<file path="config.mk">
export PLATFORM = sky130hd
export DESIGN_NAME = mac_accum
export DESIGN_NICKNAME = d
export VERILOG_FILES = /design/src/rtl/mac_accum.sv
export SDC_FILE = /design/constraint.sdc
export NUM_CORES = 1
export LEC_CHECK = 0
export CAP_MARGIN = 15
export CORE_MARGIN = 8
export CORE_UTILIZATION = 45
export DETAILED_ROUTE_END_ITERATION = 12
export PLACE_DENSITY = 0.76
export SLEW_MARGIN = 25
export SYNTH_ARGS = -nofsm -noshare
export SYNTH_HDL_FRONTEND = slang
export SYNTH_SLANG_ARGS = --single-unit
</file>
<file path="constraint.sdc">
create_clock -name Clk -period 4.5 [get_ports Clk]
set_input_delay 0.9 -clock Clk [delete_from_list [all_inputs] [get_ports Clk]]
set_output_delay 0.9 -clock Clk [all_outputs]
set_load 0.05 [all_outputs]
</file>
<file path="src/rtl/mac_accum.sv">
//------------------------------------------------------------------------------
// Module   : mac_accum
// Brief    : Accumulate stage of a MAC datapath; sums NTERMS products and
//            hands the result downstream over a valid/ready handshake.
// Revision : 1.0 - initial release
//------------------------------------------------------------------------------
`default_nettype none

module mac_accum #(
  parameter int DATAWIDTH = 8,
  parameter int NTERMS    = 4,
  parameter int CNTWIDTH  = 3
) (
  input  logic                 Clk,
  input  logic                 Rst,
  input  logic                 clear,
  input  logic                 prod_valid,
  input  logic [DATAWIDTH-1:0] prod,
  output logic                 prod_ready,
  output logic [DATAWIDTH-1:0] acc,
  output logic                 acc_valid,
  input  logic                 acc_ready,
  output logic [CNTWIDTH-1:0]  count,
  output logic                 ovf
);

  localparam logic [CNTWIDTH-1:0] c_last = CNTWIDTH'(NTERMS - 1);
  localparam logic [CNTWIDTH-1:0] c_full = CNTWIDTH'(NTERMS);

  typedef enum logic [0:0] {
    ST_ACCUM = 1'b0,
    ST_HOLD  = 1'b1
  } state_t;

  state_t                r_state;
  state_t                w_state_nxt;
  logic [DATAWIDTH-1:0]  r_acc;
  logic [DATAWIDTH-1:0]  w_acc_nxt;
  logic [CNTWIDTH-1:0]   r_cnt;
  logic [CNTWIDTH-1:0]   w_cnt_nxt;
  logic                  r_ovf;
  logic                  w_ovf_nxt;
  logic [DATAWIDTH:0]    w_sum;

  // Extra top bit captures the carry that the wrapped accumulator loses.
  assign w_sum = {1'b0, r_acc} + {1'b0, prod};

  always_ff @(posedge Clk) begin
    if (Rst) begin
      r_state <= ST_ACCUM;
      r_acc   <= '0;
      r_cnt   <= '0;
      r_ovf   <= 1'b0;
    end else begin
      r_state <= w_state_nxt;
      r_acc   <= w_acc_nxt;
      r_cnt   <= w_cnt_nxt;
      r_ovf   <= w_ovf_nxt;
    end
  end

  always_comb begin
    w_state_nxt = r_state;
    w_acc_nxt   = r_acc;
    w_cnt_nxt   = r_cnt;
    w_ovf_nxt   = r_ovf;
    if (clear) begin
      w_state_nxt = ST_ACCUM;
      w_acc_nxt   = '0;
      w_cnt_nxt   = '0;
      w_ovf_nxt   = 1'b0;
    end else begin
      case (r_state)
        ST_ACCUM: begin
          if (prod_valid) begin
            w_acc_nxt = w_sum[DATAWIDTH-1:0];
            w_ovf_nxt = r_ovf | w_sum[DATAWIDTH];
            if (r_cnt == c_last) begin
              w_cnt_nxt   = c_full;
              w_state_nxt = ST_HOLD;
            end else begin
              w_cnt_nxt = r_cnt + 1'b1;
            end
          end
        end
        ST_HOLD: begin
          if (acc_ready) begin
            w_state_nxt = ST_ACCUM;
            w_acc_nxt   = '0;
            w_cnt_nxt   = '0;
            w_ovf_nxt   = 1'b0;
          end
        end
        default: w_state_nxt = ST_ACCUM;
      endcase
    end
  end

  assign prod_ready = (r_state == ST_ACCUM) && !clear;
  assign acc_valid  = (r_state == ST_HOLD);
  assign acc        = r_acc;
  assign count      = r_cnt;
  assign ovf        = r_ovf;

endmodule

`default_nettype wire

</file>
# --- Yosys cells after proc, flatten, opt, wreduce, memory -nomap -nowiden ---
# Cells that the tools add are included.
# Widths: inputs -> output; s select.
op_classes:
  n_reduce_logical: 4
  n_eq_ne: 3
  bitwise: 2
  addsub: 2
  n_mux: 14
op_table:
  columns: ["cell", "n"]
  rows:
  - ["$mux 8", 2]
  - ["$pmux 8 s2", 1]
  - ["$add 8x8->9", 1]
  - ["$mux 3", 3]
  - ["$pmux 3 s2", 1]
  - ["$mux 1", 5]
  - ["$ne 2x2->1 const B", 2]
  - ["$pmux 1 s2", 2]
  - ["$add 3x1->3 const B", 1]
  - ["$eq 3x2->1 const B", 1]
  - ["$reduce_and 2->1", 1]
  - ["$reduce_or 2->1", 1]
  - ["$logic_and 1x1->1", 1]
  - ["$logic_not 1->1", 1]
  - ["$not 1->1", 1]
  - ["$or 1x1->1", 1]
word_totals:
  in_bits: 13
  register_bits: 13
  out_inout_bits: 14
  wordCells: 29

# --- Logic depth before layout (Yosys ltp) ---
logic_depth:
  depth_word: 4
  depth_mapped: 6

# --- Least setup slack after synthesis ---
# Ideal clock, no wire load.
synth_timing:
  kind: "input port to output port"
  startpoint: "input clear"
  endpoint: "output prod_ready"
  path_stages: 1
  slack_ns: 2.055
  n_path_buf: 0
  arrival_time_ns: 1.545
  path_cell_list: "nor2_1"
synth_between:
  elab_chain_cells: 2
synth_rtl:
  columns: ["element", "line", "text"]
  rows:
  - ["from (decl)", "16", "input logic clear,"]
  - ["$logic_not 1->1", "99", "assign prod_ready = (r_state == ST_ACCUM) && !clear;"]
  - ["$logic_and 1x1->1", "99", null]
  - ["to (decl)", "19", "output logic prod_ready,"]
# Every way passes these cells.

# --- Worst setup path after layout ---
# Same ends and word-level chain as after synthesis.

==> metrics.csv <==
stage;metric;value;unit
run_status;outcome;finished clean;
critical_path;Crit Path Class;input pin to primary output;
run;Max-Cap Viols;0;
grt;global route overflow;0;
critical_path;CP Launch Type;input pin;
cells_and_area;commonest non-fill, non-tap cell in the layout;clkdlybuf4s50_1;
critical_path;Worst EP required;3600;ps
synthesis;post-synthesis sequential area ratio;30.7;%
cells_and_area;Filler cells;159;
sta;final worst-path cycle share;70.2;%
synthesis;Syn Area/Cell;8.64;µm²
clocking;cts hold-fix bufs;0;
place;half-perimeter wire length after placement;1670;µm
sta;Worst slew margin;48.9;%
sta;Worst Max-Slew Pin Slew;745;ps
clocking;Clock Path Buffers;2;
power_and_ir_drop;NetSw;85.5;µW
sta;total negative slack;0;ps
clocking;Sink Count;13;
grt;All-Layer GR Usage;12.7;%
power_and_ir_drop;PD cells;237;mW/mm²
critical_path;crit path launch;clear;
min_path;hold path cells;2;
grt;vias in the first global route;773;
sta;Final Hold Fails;0;
cells_and_area;layout cells sized above 1;4.76;%
critical_path;CP endpoint kind;primary output;
die;Die ar.;0.00353;mm²
critical_path;Worst EP arrival;2260;ps
place;routability cong.;0.878;
sta;fmax;317;MHz
min_path;Hold Crit Class;register to register;
die;Core Rows;15;
drt;WL final;2040;µm
min_path;Hold Path Origin;acc[5];
die;core area;0.00175;mm²
place;Placed Instances;147;
drt;DRC violations left;0;
synthesis;Cell variety after synth;33;
synthesis;#FFs+latches synth;13;
power_and_ir_drop;part of the power in registers;44.8;%
power_and_ir_drop;Power Internal;188;µW
cells_and_area;Non-Filler Instances;151;
critical_path;Worst R2R Path Depth;6;
sta;final-report setup violation count;0;
power_and_ir_drop;Switching Fraction;31.2;%
clocking;clk_lat worst skew;280;ps
synthesis;post-synthesis cell count;98;
grt;initial antenna violation count;0;
sta;RSZ-0062 raised after global routing;false;
drt;TritonRoute pass-1 iters;4;
sta;fin. max-slew vios;0;
synthesis;Syn Nets;122;
cells_and_area;# diodes;0;
synthesis;yosys warns;0;
die;Die W;59.4;µm
clocking;clock-pin transition on the worst setup and hold timing paths;80;ps
cells_and_area;final net count;151;
grt;first-pass GRT wire length;3540;µm
synthesis;Post-Syn Area;847;µm²
cells_and_area;Final Util;66.2;%
cells_and_area;area grow syn2layout;36.5;%
power_and_ir_drop;leakage;0.452;nW
die;height of the die;59.4;µm
drt;Via density;5.37;
drt;Vias;811;
power_and_ir_drop;VDD IR-drop max;0.000155;V
critical_path;Crit Reg-Reg Startpoint;acc[0];
drt;WL per Instance;13.5;µm
die;starting density of the core;48.5;%
sta;Min Clock Period, post-route;3160;ps
critical_path;R2R Setup Slk;2740;ps
min_path;WHS Endpoint;acc[5];
cells_and_area;most frequent cells in the layout;26 x clkdlybuf4s50_1, 16 x nor2_1, 13 x dfxtp_1, 10 x ha_1, 6 x a21oi_1;
place;# port buffers;26;
clocking;H-Tree Depth;1;
power_and_ir_drop;Comb power frac;28.5;%
clocking;setup repair bufs after CTS;0;
clocking;total CTS buffers;3;
sta;clk_skew;3.55;ps
critical_path;Crit Path Max Fanout;4;
die;I/O pin cnt;27;
clocking;post_cts resized;0;
drt;antenna viol nets, final;0;
clocking;CTS tree;yes;
clocking;Clk Tree Root Cell;clkbuf_4;
drt;Initial DRC Count;12;
grt;pin count of the biggest net entering global routing;10;
power_and_ir_drop;clock power share;26.7;%
critical_path;r2r endpoint;acc[4];
==> area by class of cell <==
class                      count  area, µm²  area share (%)
inverter                       3       11.3           0.974
tap                           25       31.3            2.71
multi-input combinational     80        567            49.0
clock buffer                   4       26.3            2.27
timing repair buffer          26        260            22.5
sequential                    13        260            22.5
==> kinds of logic (layout without fill, tap and decap cells) <==
logic type | Yosys count | count (layout) | synth area share, %
and+or+nand+nor | 36 | 36 | 21.9
DFF | 13 | 13 | 30.7
xor gates and xnor gates | 3 | 3 | 3.10
muxes | 2 | 2 | 2.36
AOI/OAI and AO/OA | 28 | 28 | 22.5
adders and majority gates | 11 | 11 | 17.1
buffers and inverters | 5 | 33 | 2.36
==> worst max path at each step <==
| stage | slack [ps] | endpoint |
|---|---|---|
| after floorplan | 2060 | prod_ready |
| after global placement | 1360 | prod_ready |
| after detailed placement | 1340 | prod_ready |
| after CTS | 1330 | prod_ready |
| after global routing | 1300 | prod_ready |
| final | 1340 | prod_ready |
==> flip-flops by register name, indices dropped and copies added (netlist names) <==
signal     cells
count          3
acc_valid      1
ovf            1
acc            8
==> layer usage <==
metal	global-route usage [%]	share of wire, %	vias up
met5	0	0	-
met4	4.10	0.93	0
li1	-	-	418
met1	15.8	43	369
met2	20.0	48	22
met3	4.12	7.4	2
==> critical path, cell delays in order <==
cell             delay [ps]
clkdlybuf4s50_1         450
nor2_1                  100
clkdlybuf4s50_1         810
==> per-stage QoR <==
stage	total power [mW]	cell area, µm²	hold slack [ps]	setup WS [ps]
3_5_place_dp	0.203	1130	485	1340
5_1_grt	0.290	1160	525	1300
3_3_place_gp	0.202	1130	468	1360
2_1_floorplan	0.175	847	681	2060
4_1_cts	0.276	1160	498	1330
6_report	0.274	1160	493	1340
==> Yosys cell counts <==
master	count	area, µm²
xor2_1	1	8.76
a21boi_0	1	7.51
o311ai_0	1	8.76
ha_1	10	125
mux2i_1	2	20.0
o21a_1	1	7.51
inv_1	3	11.3
a21o_1	2	15.0
a211oi_1	3	22.5
nand2_1	5	18.8
nor4b_2	1	15.0
a22oi_1	4	30.0
o21ai_0	4	20.0
o211ai_1	3	22.5
nor3b_1	3	22.5
fa_1	1	20.0
nand3_1	2	10.0
or4b_1	1	10.0
nand4_1	1	6.26
clkbuf_1	1	3.75
dfxtp_1	13	260
or2_2	2	12.5
nor2_1	16	60.1
nand2b_1	1	6.26
nor2b_1	2	12.5
and2_1	1	6.26
nor3_1	1	5.00
clkbuf_2	1	5.00
o31a_1	1	8.76
a32oi_1	1	8.76
a21oi_1	6	30.0
o311ai_1	1	8.76
xnor2_1	2	17.5
==> power groups by stage <==
stage	sequential [mW]	clock (mW)	combinational (mW)
finish	0.122	0.0731	0.0779
global route	0.123	0.0813	0.0858
CTS	0.123	0.0753	0.0785
detailed placement	0.125	0	0.0780
global placement	0.125	0	0.0768
floorplan	0.139	0	0.0366
No activity file was read; power rests on OpenSTA's default activity.
